File: src/rtl/fifo_ctrl.sv
// Write arbiter, consumer handshake and flush sequencer for the circular-buffer FIFO datapath.
// Optional almost-full watermark output is built only when FIFO_CTRL_WATERMARK_EN is defined.
module fifo_ctrl #(
    parameter int DATA_WIDTH = 8,
    parameter int SIZE       = 16,
    parameter int PAR_WRITE  = 1,
    parameter int PAR_READ   = 1
`ifdef FIFO_CTRL_WATERMARK_EN
    ,
    parameter int AF_LEVEL   = 12
`endif
) (
    input  logic                   clk,
    input  logic                   rst,
    input  logic [1:0]             in_valid,
    output logic [1:0]             in_ready,
    output logic                   wr_sel,
    output logic                   write_enable,
    output logic                   out_valid,
    input  logic                   out_ready,
    output logic                   read_enable,
    input  logic                   flush,
    output logic                   flush_done,
    output logic [$clog2(SIZE):0]  count,
    output logic [1:0]             state
`ifdef FIFO_CTRL_WATERMARK_EN
    ,
    output logic                   almost_full
`endif
);

    localparam int CW = $clog2(SIZE) + 1;

    localparam logic [CW:0]   SIZE_X = (CW+1)'(SIZE);
    localparam logic [CW:0]   PW_X   = (CW+1)'(PAR_WRITE);
    localparam logic [CW-1:0] PW_C   = CW'(PAR_WRITE);
    localparam logic [CW-1:0] PR_C   = CW'(PAR_READ);

    if (DATA_WIDTH < 1 || (SIZE & (SIZE - 1)) != 0 || PAR_WRITE > SIZE || PAR_READ > SIZE) begin : g_bad_cfg
        $error("fifo_ctrl: illegal parameter combination");
    end

    typedef enum logic [1:0] {
        IDLE  = 2'd0,
        RUN   = 2'd1,
        FLUSH = 2'd2
    } state_t;

    state_t        state_q;
    logic [CW-1:0] count_q;
    logic [CW-1:0] count_d;
    logic          rr_q;
    logic          flush_done_q;

    logic full;
    logic empty;
    logic flushing;
    logic req_any;
    logic grant;
    logic wr_ok;

    // Sum is one bit wider than the count so SIZE + PAR_WRITE never wraps.
    assign full     = ({1'b0, count_q} + PW_X) > SIZE_X;
    assign empty    = count_q < PR_C;
    assign flushing = (state_q == FLUSH);

    assign req_any  = |in_valid;
    assign grant    = in_valid[rr_q] ? rr_q : ~rr_q;
    assign wr_sel   = req_any ? grant : rr_q;

    // A flush request wins over a write offered in the same cycle.
    assign wr_ok    = req_any & ~full & ~flushing & ~flush;

    assign in_ready[0]  = wr_ok & (grant == 1'b0);
    assign in_ready[1]  = wr_ok & (grant == 1'b1);
    assign write_enable = |(in_valid & in_ready);

    assign out_valid   = ~empty & (state_q == RUN);
    assign read_enable = (out_valid & out_ready) | (flushing & ~empty);

    always_comb begin
        count_d = count_q;
        if (write_enable) begin
            count_d = count_d + PW_C;
        end
        if (read_enable) begin
            count_d = count_d - PR_C;
        end
    end

    always_ff @(posedge clk or negedge rst) begin
        if (!rst) begin
            state_q      <= IDLE;
            count_q      <= '0;
            rr_q         <= 1'b0;
            flush_done_q <= 1'b0;
        end else begin
            count_q      <= count_d;
            flush_done_q <= 1'b0;
            if (write_enable) begin
                rr_q <= ~grant;
            end
            case (state_q)
                IDLE: begin
                    if (flush) begin
                        state_q <= FLUSH;
                    end else if (write_enable) begin
                        state_q <= RUN;
                    end
                end
                RUN: begin
                    if (flush) begin
                        state_q <= FLUSH;
                    end else if (count_d == '0) begin
                        state_q <= IDLE;
                    end
                end
                FLUSH: begin
                    if (empty) begin
                        state_q      <= IDLE;
                        flush_done_q <= 1'b1;
                    end
                end
                default: state_q <= IDLE;
            endcase
        end
    end

    assign flush_done = flush_done_q;
    assign count      = count_q;
    assign state      = state_q;

`ifdef FIFO_CTRL_WATERMARK_EN
    localparam logic [CW-1:0] AF_C = CW'(AF_LEVEL);

    logic almost_full_q;

    always_ff @(posedge clk or negedge rst) begin
        if (!rst) begin
            almost_full_q <= 1'b0;
        end else begin
            almost_full_q <= (count_d >= AF_C);
        end
    end

    assign almost_full = almost_full_q;
`endif

endmodule
File: config.mk
export PLATFORM = sky130hd
export DESIGN_NAME = fifo_ctrl
export DESIGN_NICKNAME = d
export VERILOG_FILES = /design/src/rtl/fifo_ctrl.sv
export SDC_FILE = /design/constraint.sdc
export NUM_CORES = 1
export LEC_CHECK = 0
export ABC_AREA = 1
export ABC_CLOCK_PERIOD_IN_PS = 3300
export BUFFER_PORTS_ARGS = -buffer_cell sky130_fd_sc_hd__buf_2
export CORE_MARGIN = 5
export CORE_UTILIZATION = 51
export CTS_CLUSTER_DIAMETER = 50
export CTS_CLUSTER_SIZE = 20
export DETAILED_ROUTE_END_ITERATION = 10
export PLACE_DENSITY = 0.76
export SLEW_MARGIN = 20
export SYNTH_ARGS = -nofsm -noshare
export SYNTH_HDL_FRONTEND = slang
export SYNTH_SLANG_ARGS = --single-unit
File: constraint.sdc
create_clock -name clk -period 3.3 [get_ports clk]
set_input_delay 0.66 -clock clk [delete_from_list [all_inputs] [get_ports clk]]
set_output_delay 0.66 -clock clk [all_outputs]
set_load 0.005 [all_outputs]
==> reports/qor.txt <==
Setup TNS: 0 ns
data arrival time of the critical path: 2.81 ns
Die ar.: 2480 um^2
r2r worst-path depth: 20
number of nets in the finished design: 154
Critical Path Slowest Stage Cell: dfrtp_1
DR DRC count: 0
worst hold path type: in2async
count of input and output buffers: 19
Critical Path Most Common Cell: nand2_1
fraction of power consumed by sequential logic: 0.241
leakage power figure: 0.567 nW
clock sinks: 9
die boundary width: 49.8 um
vias in the first global route: 721
crit-path cells: ha_1 > inv_1 > nand2_1 > nand2_2 > nor2_2 > nand2_2 > nand2_4 > nand2_4 > nand2_2 > nand2_1 > inv_1 > ha_1 > a21boi_0 > nand3_1 > nand2_1 > nand2_1 > nor2_2 > nand2_1 > nand2_1 > o21ai_2
slew at the pin with the worst max-slew slack: 0.320 ns
maximum net fanout on the critical path: 10
Max IR drop VDD: 593 uV
Post-Syn Area per Cell: 6.68 um^2
antenna diode count: 0
CTS Hold Buffers Added: 0
post-synthesis sequential element count: 9
P_sw: 0.506 mW
total setup buffers inserted after CTS: 0
WS Path Type: reg2reg
initial detailed-routing violation count: 21
Final Hold Fails: 0
share of final-layout standard cells stronger than drive strength 1: 0.306
number of warning messages in the yosys log: 0
CP Capture Type: flop
fin crit period: 2.66 ns
clock tree from TritonCTS: done
post-synth net total: 130
Internal Dissipation: 0.440 mW
total wire length after detailed routing: 1720 um
clock transition time at the flip-flop clock pins of the worst setup and hold paths: 0.06 ns
PostCTS Resize Cnt: 0
outcome: finished, final reports clean
timing endpoint of the critical path: state[0]$_DFFE_PN0P_
overall track demand over capacity in global routing: 0.154
area of the mapped netlist: 808 um^2
routability congestion estimate: 0.799
starting density of the core: 0.537
clock power share: 0.092
max-slew violations: 0
placeable core region: 1510 um^2
maximum number of pins on one net before global-route repair: 11
first-pass iteration count of the detailed router: 4
Worst R2R Start: count[0]$_DFF_PN0_
global-route wire length before repair: 3000 um
number of rows created at floorplan: 14
setup slack at placement: 0.573 ns
vertical extent of the die: 49.8 um
count of placed standard cells in the final layout, fillers left out: 160
portion of the post-synthesis area used by sequential elements: 0.279
share of power burned in combinational logic: 0.667
routed len/inst: 10.8 um
IO Count: 20
H-tree depth reported by CTS: 1
R2R setup slack: 0.64 ns
antenna violations before repair: 0
clock insertion delay at the later pin of the skew report: 0.27 ns
synth-to-layout area growth: 17.5%
final worst-path setup slack: 0.642 ns
clock buffer depth: 2
number of nets still failing antenna checks after routing: 0
peak per-stage delay on the critical path: 0.50 ns
final period utilization: 0.805
# setup viols final: 0
number of instances in the synthesized netlist: 121
placed instance count: 156
leading cell type in the layout, fill and taps excluded: nand2_1
crit path launch type: flop
Crit path required time: 3.45 ns
clock root buffer master: clkbuf_4
count of maximum capacitance violations: 0
Power Density: 997 nW/um^2
unrepaired setup endpoints after global routing: false
most frequent cells in the layout: nand2_1 (29), inv_1 (23), buf_2 (19), nand3_1 (14)
CP Launch Point: count[0]$_DFF_PN0_
average via count per standard cell: 4.89
number of buffers created by CTS: 3
switching share of power: 0.535
unique cell type count in the Yosys netlist: 25
worst-case clock skew: 0.0108 ns
remaining global-route overflow: 0
worst r2r dst: state[0]$_DFFE_PN0P_
routed vias: 783
DPL Wire Length: 1370 um
highest clock frequency the design can meet: 376 MHz
worst slew margin relative to its limit: 0.785
==> layer usage <==
| layer | global-route usage | vias up | part of all wire |
|---|---|---|---|
| met2 | 0.248 | 18 | 0.44 |
| met1 | 0.184 | 341 | 0.47 |
| met3 | 0.0512 | 4 | 0.067 |
| met5 | 0 | - | 0 |
| li1 | - | 420 | - |
| met4 | 0.0655 | 0 | 0.014 |
==> power by group through the flow <==
stage | Clock (mW) | Combinational (mW) | Sequential, mW
after floorplan | 0 | 0.477 | 0.219
after global routing | 0.0988 | 0.717 | 0.236
after global placement | 0 | 0.620 | 0.223
after detailed placement | 0 | 0.632 | 0.226
after CTS | 0.0887 | 0.637 | 0.224
final | 0.0871 | 0.631 | 0.228
==> layout make-up <==
class,count,area (um^2)
clock buffer,4,26.3
fill,139,557
inverter,26,97.6
multi-input combinational,86,485
sequential,9,225
tap,16,20.0
timing repair buffer,19,95.1
==> kinds of logic (layout without fill, tap and decap cells) <==
group / Yosys count / count (layout) / synth area share
buffers and inverters: 26 / 49 / 0.121
AO/OA/AOI/OAI: 9 / 9 / 0.0728
XOR/XNOR: 1 / 1 / 0.0201
adder cells (fa/ha/maj): 3 / 3 / 0.0464
AND/OR/NAND/NOR: 73 / 73 / 0.461
flip-flops: 9 / 9 / 0.279
==> metrics by stage <==
step	area, um^2	hold slack (ns)	total power, mW	util
6_report	950	0.217	0.946	0.630
5_1_grt	950	0.219	1.05	0.630
4_1_cts	950	0.225	0.950	0.630
3_5_place_dp	923	0.519	0.858	0.613
3_3_place_gp	923	0.517	0.844	0.613
2_1_floorplan	808	0.364	0.696	-
==> state kept, by name, summed over array words and instances, names as in the netlist <==
| signal | flops |
|---|---|
| rr_q | 1 |
| count | 5 |
| state | 2 |
| flush_done | 1 |
==> how the worst min path moves through the flow <==
stage | to | depth (start not counted) | from
2_1_floorplan | count[0]$_DFF_PN0_ | 0 | rst
3_3_place_gp | state[0]$_DFFE_PN0P_ | 1 | rst
3_5_place_dp | state[0]$_DFFE_PN0P_ | 1 | rst
4_1_cts | flush_done$_DFF_PN0_ | 1 | rst
5_1_grt | flush_done$_DFF_PN0_ | 1 | rst
6_report | count[3]$_DFF_PN0_ | 1 | rst
==> cell usage after synthesis <==
| cell | n | area share |
|---|---|---|
| o211ai_1 | 1 | 0.0093 |
| nor2_4 | 1 | 0.014 |
| nor2_2 | 4 | 0.031 |
| a21oi_1 | 2 | 0.012 |
| nand4_1 | 2 | 0.015 |
| o21ai_0 | 2 | 0.012 |
| nand2_1 | 29 | 0.13 |
| nand2_2 | 9 | 0.070 |
| nor2_1 | 7 | 0.033 |
| dfrtp_1 | 9 | 0.28 |
| nand4_2 | 1 | 0.015 |
| nand3_2 | 1 | 0.012 |
| nor3_1 | 1 | 0.0062 |
| or2_0 | 1 | 0.0077 |
| nand3_1 | 14 | 0.087 |
| o21ai_2 | 1 | 0.011 |
| inv_2 | 2 | 0.0093 |
| inv_1 | 23 | 0.11 |
| xor2_2 | 1 | 0.020 |
| a21boi_0 | 2 | 0.019 |
| ha_1 | 3 | 0.046 |
| nand2_4 | 2 | 0.028 |
| o21bai_1 | 1 | 0.0093 |
| clkinv_1 | 1 | 0.0046 |
| nand2b_1 | 1 | 0.0077 |
==> critical path: cells and delay by family (launching register included) <==
kind | cells | cell delay (ns)
buffers and inverters | 2 | 0.10
adder cells (fa/ha/maj) | 2 | 0.40
AO/OA/AOI/OAI | 2 | 0.36
flip-flops | 1 | 0.50
AND/OR/NAND/NOR | 14 | 1.16
No activity file was read; power rests on OpenSTA's default activity.
